[src/rtl/instr_fetch.sv]
// instr_fetch: fetches instructions from program memory into a 2-entry buffer for the decoder
module instr_fetch #(
   parameter int ADDR_W  = 5,
   parameter int INSTR_W = 8
) (
   input  logic               clk,
   input  logic               rstn,
   input  logic [ADDR_W-1:0]  pc_val,
   input  logic               pc_wrap,
   output logic               pc_inc,
   output logic               mem_req,
   output logic [ADDR_W-1:0]  mem_addr,
   input  logic               mem_ack,
   input  logic [INSTR_W-1:0] mem_rdata,
   input  logic               flush,
   input  logic               halt,
   output logic               ir_valid,
   input  logic               ir_ready,
   output logic [INSTR_W-1:0] ir_data,
   output logic [ADDR_W-1:0]  ir_pc,
   output logic               wrapped
);
   typedef enum logic [2:0] {IDLE, FETCH, WAIT_ACK, BUBBLE, DROP} state_t;
   state_t state;
   logic armed;
   logic [ADDR_W-1:0] lat_addr;
   logic [INSTR_W-1:0] fifo_data [2];
   logic [ADDR_W-1:0] fifo_addr [2];
   logic wp, rp;
   logic [1:0] count, count_nxt;
   logic push, pop;
   // A request is on the bus in FETCH, WAIT_ACK and DROP; FETCH presents the live counter value,
   // the waiting states hold the address latched when the request was issued.
   assign mem_req   = state inside {FETCH, WAIT_ACK, DROP};
   assign mem_addr  = state == FETCH ? pc_val : (state == WAIT_ACK || state == DROP) ? lat_addr : '0;
   // Data is kept only for a live (not dropped) request and never in a flush cycle.
   assign push      = mem_ack && !flush && (state == FETCH || state == WAIT_ACK);
   assign pc_inc    = push;
   assign ir_valid  = count != 2'd0;
   assign pop       = ir_valid && ir_ready && !flush;
   assign count_nxt = count + {1'b0, push} - {1'b0, pop};
   assign ir_data   = fifo_data[rp];
   assign ir_pc     = fifo_addr[rp];
   // Instruction buffer: flush empties it and wins over a same-cycle pop.
   always_ff @(posedge clk or negedge rstn)
      if (!rstn) begin
         wp        <= 1'b0;
         rp        <= 1'b0;
         count     <= 2'd0;
         fifo_data <= '{default: '0};
         fifo_addr <= '{default: '0};
      end else if (flush) begin
         wp    <= 1'b0;
         rp    <= 1'b0;
         count <= 2'd0;
      end else begin
         if (push) begin
            fifo_data[wp] <= mem_rdata;
            fifo_addr[wp] <= mem_addr;
            wp            <= ~wp;
         end
         if (pop) rp <= ~rp;
         count <= count_nxt;
      end
   // Fetch sequencer; armed keeps the first request off the first edge after reset release.
   always_ff @(posedge clk or negedge rstn)
      if (!rstn) begin
         state    <= IDLE;
         armed    <= 1'b0;
         lat_addr <= '0;
         wrapped  <= 1'b0;
      end else begin
         armed   <= 1'b1;
         wrapped <= flush ? 1'b0 : wrapped | (push & pc_wrap);
         if (state == FETCH) lat_addr <= pc_val;
         if (flush)
            state <= (mem_req && !mem_ack) ? DROP : BUBBLE;
         else
            case (state)
               IDLE:     state <= (armed && !halt && count < 2'd2) ? FETCH : IDLE;
               FETCH:    state <= !mem_ack ? WAIT_ACK : (!halt && count_nxt < 2'd2) ? FETCH : IDLE;
               WAIT_ACK: state <= mem_ack ? IDLE : WAIT_ACK;
               DROP:     state <= mem_ack ? BUBBLE : DROP;
               default:  state <= IDLE;
            endcase
      end
endmodule
[config.mk]
export PLATFORM = sky130hd
export DESIGN_NAME = instr_fetch
export DESIGN_NICKNAME = d
export VERILOG_FILES = /design/src/rtl/instr_fetch.sv
export SDC_FILE = /design/constraint.sdc
export NUM_CORES = 1
export LEC_CHECK = 0
export CORE_MARGIN = 2
export CORE_UTILIZATION = 40
export CTS_CLUSTER_SIZE = 24
export DETAILED_ROUTE_END_ITERATION = 6
export GPL_TIMING_DRIVEN = 0
export PLACE_DENSITY = 0.64
export SYNTH_ARGS = -nofsm -noshare
export SYNTH_HDL_FRONTEND = slang
export SYNTH_SLANG_ARGS = --single-unit
[constraint.sdc]
create_clock -name clk -period 1.8 [get_ports clk]
set_input_delay 0.36 -clock clk [delete_from_list [all_inputs] [get_ports clk]]
set_output_delay 0.36 -clock clk [all_outputs]
set_load 0.005 [all_outputs]
==> results.json, run 1 <==
{
  "status": "finished, violations left",
  "violations": "negative setup slack",
  "numClockSinks": 40,
  "synth-seq-cells": 40,
  "slew_headroom_pct": 64.6,
  "power_density_nw_per_um2": 1660,
  "synth_edf_count": 0,
  "antenna_found_initial": 0,
  "cts-root-buf": "clkbuf_8",
  "fin_util_pct": 62.8,
  "port_buffers": 40,
  "synth.net_count": 197,
  "r2r.worst_path.cells": 9,
  "grt_pass1_vias": 1893,
  "setup_viol_count_final": 24,
  "power.switching_mw": 1.85,
  "grt_max_degree": 33,
  "avgSynthCellArea_um2": 12.0,
  "fin_skew_ns": 0.00748,
  "rsz0062_at_grt": "yes",
  "dr.pass1.iters": 4,
  "end_kind": "output port",
  "die_y_um": 76.6,
  "drive_gt1_share_pct": 51.4,
  "totalWireLength_um": 5710,
  "fillers": 410,
  "grt_usage_pct": 20.2,
  "synth.most_common_cell": "dfrtp_1",
  "ant_nets": 0,
  "synth_commonest_cells": "dfrtp_1, mux2_2, a31oi_1, nand2_1",
  "path_depth": 7,
  "tritoncts": "built",
  "syn_area_um2": 2110,
  "worstSkewPairLatency_ns": 0.30,
  "hpwl_um": 3410,
  "routed_via_density": 5.35,
  "ir_drop_mv": 0.808,
  "ioPinCount": 42,
  "power.total_mw": 5.31,
  "fin_ws_ns": -0.200,
  "synth_cell_types": 33,
  "synth_area_leaders": "dfrtp_1, mux2_2, mux2_4, a41oi_1, and3b_1",
  "cts_buffers": 5,
  "hold_path.class": "input pin to register",
  "synth_top_area_share_pct": 47.5,
  "worst_path_largest_cell_delay_ns": 0.45,
  "critPathMaxFanout": 8,
  "start_util_pct": 41.3,
  "pre_cts_ws_ns": -0.729,
  "p_clk_share_pct": 11.8,
  "power_frac_seq_pct": 30.2,
  "worstSetupStartpointType": "register",
  "path_clk_slew_ns": 0.08,
  "drtIter0Drc": 88,
  "syn_to_final_growth_pct": 52.0,
  "nets": 278,
  "dr_total_vias": 1748,
  "whs_path_depth": 2,
  "yosys_warnings": 0,
  "path_class": "register to output port",
  "synthArstFlopShare_pct": 100,
  "drv_slew": 0,
  "die-area_um2": 5870,
  "diodes": 0,
  "die_w_um": 76.6,
  "leakage_nw": 1.44,
  "cp_num_buf_inv": 4,
  "arrival_ns": 1.64,
  "core_area_um2": 5110,
  "hold_viol": 0,
  "crit_required_ns": 1.44,
  "drc_errors": 0,
  "cp_cell_sequence": "buf_4 > buf_8 > buf_6 > and3b_1 > o21ai_2 > nand2_1 > buf_2",
  "post-route-period-util_pct": 111,
  "clock.fmax_mhz": 500,
  "rows": 26,
  "gp_congestion": 0.778,
  "ctsHtreeMaxLevel": 2,
  "yosys.area.top_type": "dfrtp_1",
  "syn_inst": 175,
  "pwr-share-comb_pct": 58.0,
  "fin_crit_ns": 2.00,
  "power_report.internal_total_mw": 3.46,
  "crit_family": "buffers and inverters",
  "p_sw_share_pct": 34.8,
  "synthFlopType": "dfrtp_1",
  "drv_cap": 0,
  "synth-seq-area-share_pct": 47.5,
  "worst_slew_pin_slew_ns": 0.518,
  "crit_path_top_delay_cell": "dfrtp_2",
  "routedWlPerCell_um": 17.5,
  "clock_path_buffers": 2,
  "grt_pass1_wl_um": 9460,
  "grt_overflow": 0
}
-- what timing repair did --
item,4_1_cts,5_1_grt
hold buffers,1,0
setup endpoints to repair,36,42
pin swaps,13,9
resized for setup,99,22
endpoints found under the hold margin,8,0
gates cloned,0,0
setup buffers,31,3
-- layout make-up --
type	instances	area (um^2)	share of cell area (%)
Multi-Input combinational cell	118	1180	37.0
Tap cell	70	87.6	2.73
Buffer	11	126	3.94
Inverter	5	18.8	0.585
Clock inverter	2	10.0	0.312
Clock buffer	6	82.6	2.58
Timing Repair Buffer	75	689	21.5
Sequential cell	40	1010	31.4
-- kinds of logic after synthesis --
group	synth area share, %
AO/OA/AOI/OAI	12.0
XOR/XNOR	2.26
adder cells (fa/ha/maj)	1.66
buffers and inverters	4.99
flip-flops	47.5
multiplexers	19.9
other	0.178
AND/OR/NAND/NOR	11.5
-- final timing paths --
kind | startpoint | to | slack, ns
max in group asynchronous | rstn | state[0] | 0.89
min in group asynchronous | rstn | lat_addr[4] | 0.45
hold reg to reg | fifo_data[9] | fifo_data[9] | 0.51
setup reg to reg | state[0] | state[0] | -0.20
hold / removal | flush | wp | 0.41
setup / recovery | state[0] | mem_addr[4] | -0.20
-- metrics by stage --
| stage | cell area (um^2) | std cells | hold slack [ns] | TNS [ns] |
|---|---|---|---|---|
| global route | 3210 | 327 | 0.425 | -4.46 |
| CTS | 3100 | 325 | 0.384 | -2.02 |
| finish | 3210 | 327 | 0.409 | -2.74 |
| floorplan | 2150 | 175 | 0.0644 | 0 |
| detailed placement | 2650 | 286 | 0.244 | -16.88 |
| global placement | 2640 | 285 | 0.483 | -44.38 |
-- sequential cells by signal, indices dropped and copies added (netlist names) --
name / flops
wrapped: 1
fifo_data: 16
state: 3
armed: 1
lat_addr: 5
rp: 1
count: 2
fifo_addr: 10
wp: 1
-- power groups by stage --
stage,clock (mW),combinational (mW),sequential (mW)
after floorplan,0,1.41,1.54
after global placement,0,2.27,1.61
after detailed placement,0,2.30,1.63
after CTS,0.636,2.82,1.58
after global routing,0.677,3.30,1.67
final,0.627,3.08,1.60
-- cells in the final DEF (no fill, tap or decap), types with 6 or more instances in the layout --
master | synthesis | final
dfrtp_1 | 40 | 36
mux2_2 | 24 | 23
buf_4 | 2 | 22
clkdlybuf4s50_1 | 0 | 17
buf_6 | 0 | 13
mux2_4 | 10 | 11
and3b_1 | 10 | 10
a41oi_1 | 10 | 10
buf_2 | 1 | 9
clkbuf_8 | 0 | 8
nand2_1 | 11 | 6
dlygate4sd2_1 | 0 | 6
clkdlybuf4s15_1 | 0 | 6
-- routing by layer --
layer / track usage, % / part of all wire (%) / vias up
li1: - / - / 809
met3: 3.20 / 4.5 / 6
met2: 33.1 / 51 / 60
met5: 0 / 0 / -
met4: 8.00 / 0.96 / 0
met1: 26.7 / 43 / 873
No activity file was read; power rests on OpenSTA's default activity.
==> inputs of run 2 (changes only) <==
--- a/config.mk
+++ b/config.mk
@@ -12,4 +12,5 @@
 export GPL_TIMING_DRIVEN = 0
 export PLACE_DENSITY = 0.64
+export SKIP_CTS_REPAIR_TIMING = 1
 export SYNTH_ARGS = -nofsm -noshare
 export SYNTH_HDL_FRONTEND = slang
==> constraint.sdc (replaced) <==
create_clock -name clk -period 1.8 [get_ports clk]
set_input_delay 0.36 -clock clk [delete_from_list [all_inputs] [get_ports clk]]
set_output_delay 0.36 -clock clk [all_outputs]
set_load 0.02 [all_outputs]
==> results.json, run 2 (synthesis gave the netlist of run 1 again) <==
{
  "regMostFlops": "fifo_data",
  "dp_cells": 286,
  "syn_to_final_growth_pct": 47.5,
  "fin_util_pct": 60.9,
  "die-area_um2": 5870,
  "setup_tns_ns": -0.991,
  "leakage_nw": 1.46,
  "fin_ws_ns": -0.142,
  "r2r_end": "state[0]",
  "routed_via_density": 5.15,
  "regToRegSetupSlack_ns": -0.13,
  "grt_pass1_wl_um": 7580,
  "die_y_um": 76.6,
  "cp_num_buf_inv": 3,
  "routedWlPerCell_um": 15.8,
  "antenna_found_initial": 0,
  "numClockSinks": 40,
  "ioPinCount": 42,
  "violations": "negative setup slack",
  "drtIter0Drc": 62,
  "reg.largest.list": "fifo_data x16, fifo_addr x10, lat_addr x5",
  "grt_overflow": 0,
  "start_util_pct": 41.3,
  "crit_family": "flip-flops",
  "rows": 26,
  "hpwl_um": 3290,
  "setup_viol_count_final": 14,
  "cts-root-buf": "clkbuf_8",
  "crit_required_ns": 1.44,
  "grt_pass1_vias": 1530,
  "ant_nets": 0,
  "ctsHtreeMaxLevel": 2,
  "tritoncts": "built",
  "final_cells": 315,
  "drive_gt1_share_pct": 47.3,
  "whs_path_depth": 2,
  "rsz0062_at_grt": "yes",
  "path_clk_slew_ns": 0.08,
  "drc_errors": 0,
  "clock_path_buffers": 2,
  "port_buffers": 40,
  "hold_path.class": "input pin to register",
  "cp_cell_sequence": "buf_12 > nor3b_4 > buf_4 > nand2_1 > nand2_1 > buf_6",
  "hold_start": "mem_ack",
  "drv_cap": 0,
  "holdPathEnd": "state[2]",
  "nets": 266,
  "ir_drop_mv": 0.948,
  "arrival_ns": 1.58,
  "path_class": "register to output port",
  "post-route-period-util_pct": 108,
  "dr_total_vias": 1622,
  "fin_skew_ns": 0.00461,
  "diodes": 0,
  "totalWireLength_um": 4970,
  "slew_headroom_pct": 52.8,
  "gp_congestion": 0.807,
  "end_kind": "output port",
  "status": "finished, violations left",
  "grt_usage_pct": 16.1,
  "clock.fmax_mhz": 515,
  "largest_register_ffs": 16,
  "dr.pass1.iters": 4,
  "fillers": 426,
  "die_w_um": 76.6,
  "hold_viol": 0,
  "crit_top_cell": "nand2_1",
  "worstSetupStartpointType": "register",
  "drv_slew": 0,
  "worst_slew_pin_slew_ns": 0.706,
  "cts_buffers": 5,
  "worstReg2RegStart": "state[1]",
  "layout_commonest_cell": "dfrtp_1",
  "fin_crit_ns": 1.94,
  "r2r.worst_path.cells": 8,
  "crit_path_top_delay_cell": "dfrtp_2",
  "critPathMaxFanout": 5,
  "worst_path_largest_cell_delay_ns": 0.46,
  "core_area_um2": 5110,
  "most-common-layout-cells": "dfrtp_1, buf_6, buf_4",
  "grt_max_degree": 26,
  "power_density_nw_per_um2": 1810,
  "worstSkewPairLatency_ns": 0.29
}
[run 2: changes by cell type in the layout (fill, tap and decap cells not counted), sizes merged]
cell	change
clkinv	-1
clkinvlp	+1
bufinv	+1
clkdlybuf4s15	-7
dlymetal6s2s	+5
dlygate4sd2	-6
clkbuf	-2
buf	-3
[run 2: cell type report]
class                   count  area, um^2  area share, %
clock inverters             3        42.5           1.37
inverters                   5        18.8          0.603
repair buffers             63         642           20.6
flip-flops and latches     40        1010           32.3
multi-input cells         118        1120           36.0
plain buffers              11         126           4.06
clock buffers               5        68.8           2.21
well taps                  70        87.6           2.82
[run 2: power by group]
part	total, mW	internal [mW]	switching, mW
clock	0.721	0.410	0.310
sequential	1.63	1.32	0.311
combinational	3.29	1.86	1.43
[run 2: worst reg2reg max path: cells and delay by family, from the launching register on]
kind | cells | cell delay [ns]
flip-flops | 1 | 0.46
AO/OA/AOI/OAI | 2 | 0.39
XOR/XNOR | 2 | 0.38
buffers and inverters | 2 | 0.29
AND/OR/NAND/NOR | 1 | 0.17
adder cells (fa/ha/maj) | 1 | 0.15
[run 2: metrics by stage]
step	area (um^2)	hold WS [ns]	setup slack (ns)	total power, mW
2_1_floorplan	2160	0.0644	0.00930	3.32
3_3_place_gp	2650	0.484	-0.841	4.25
3_5_place_dp	2670	0.312	-0.826	4.28
4_1_cts	2780	-0.00501	-1.02	5.02
5_1_grt	3110	0.348	-0.220	5.99
6_report	3110	0.338	-0.142	5.64
[run 2: layer usage]
layer | global-route usage (%) | part of all wire, % | up-vias
met5 | 0 | 0 | -
met4 | 4.55 | 1.0 | 0
met3 | 3.55 | 3.4 | 4
met2 | 24.5 | 49 | 35
met1 | 23.3 | 47 | 793
li1 | - | - | 790
[run 2: how the worst max path moves through the flow]
| stage | startpoint | end | depth (start not counted) |
|---|---|---|---|
| after floorplan | state[0] | state[0] | 7 |
| after global placement | mem_ack | pc_inc | 6 |
| after detailed placement | mem_ack | pc_inc | 6 |
| after CTS | state[0] | mem_addr[0] | 4 |
| after global routing | state[1] | mem_addr[1] | 6 |
| final | state[1] | mem_addr[1] | 6 |
==> inputs of run 3 (changes only) <==
Settings changed: CAP_MARGIN from default to 20.
==> results of run 3 <==
The final DEF is identical to that of run 2; final timing and power are the same.
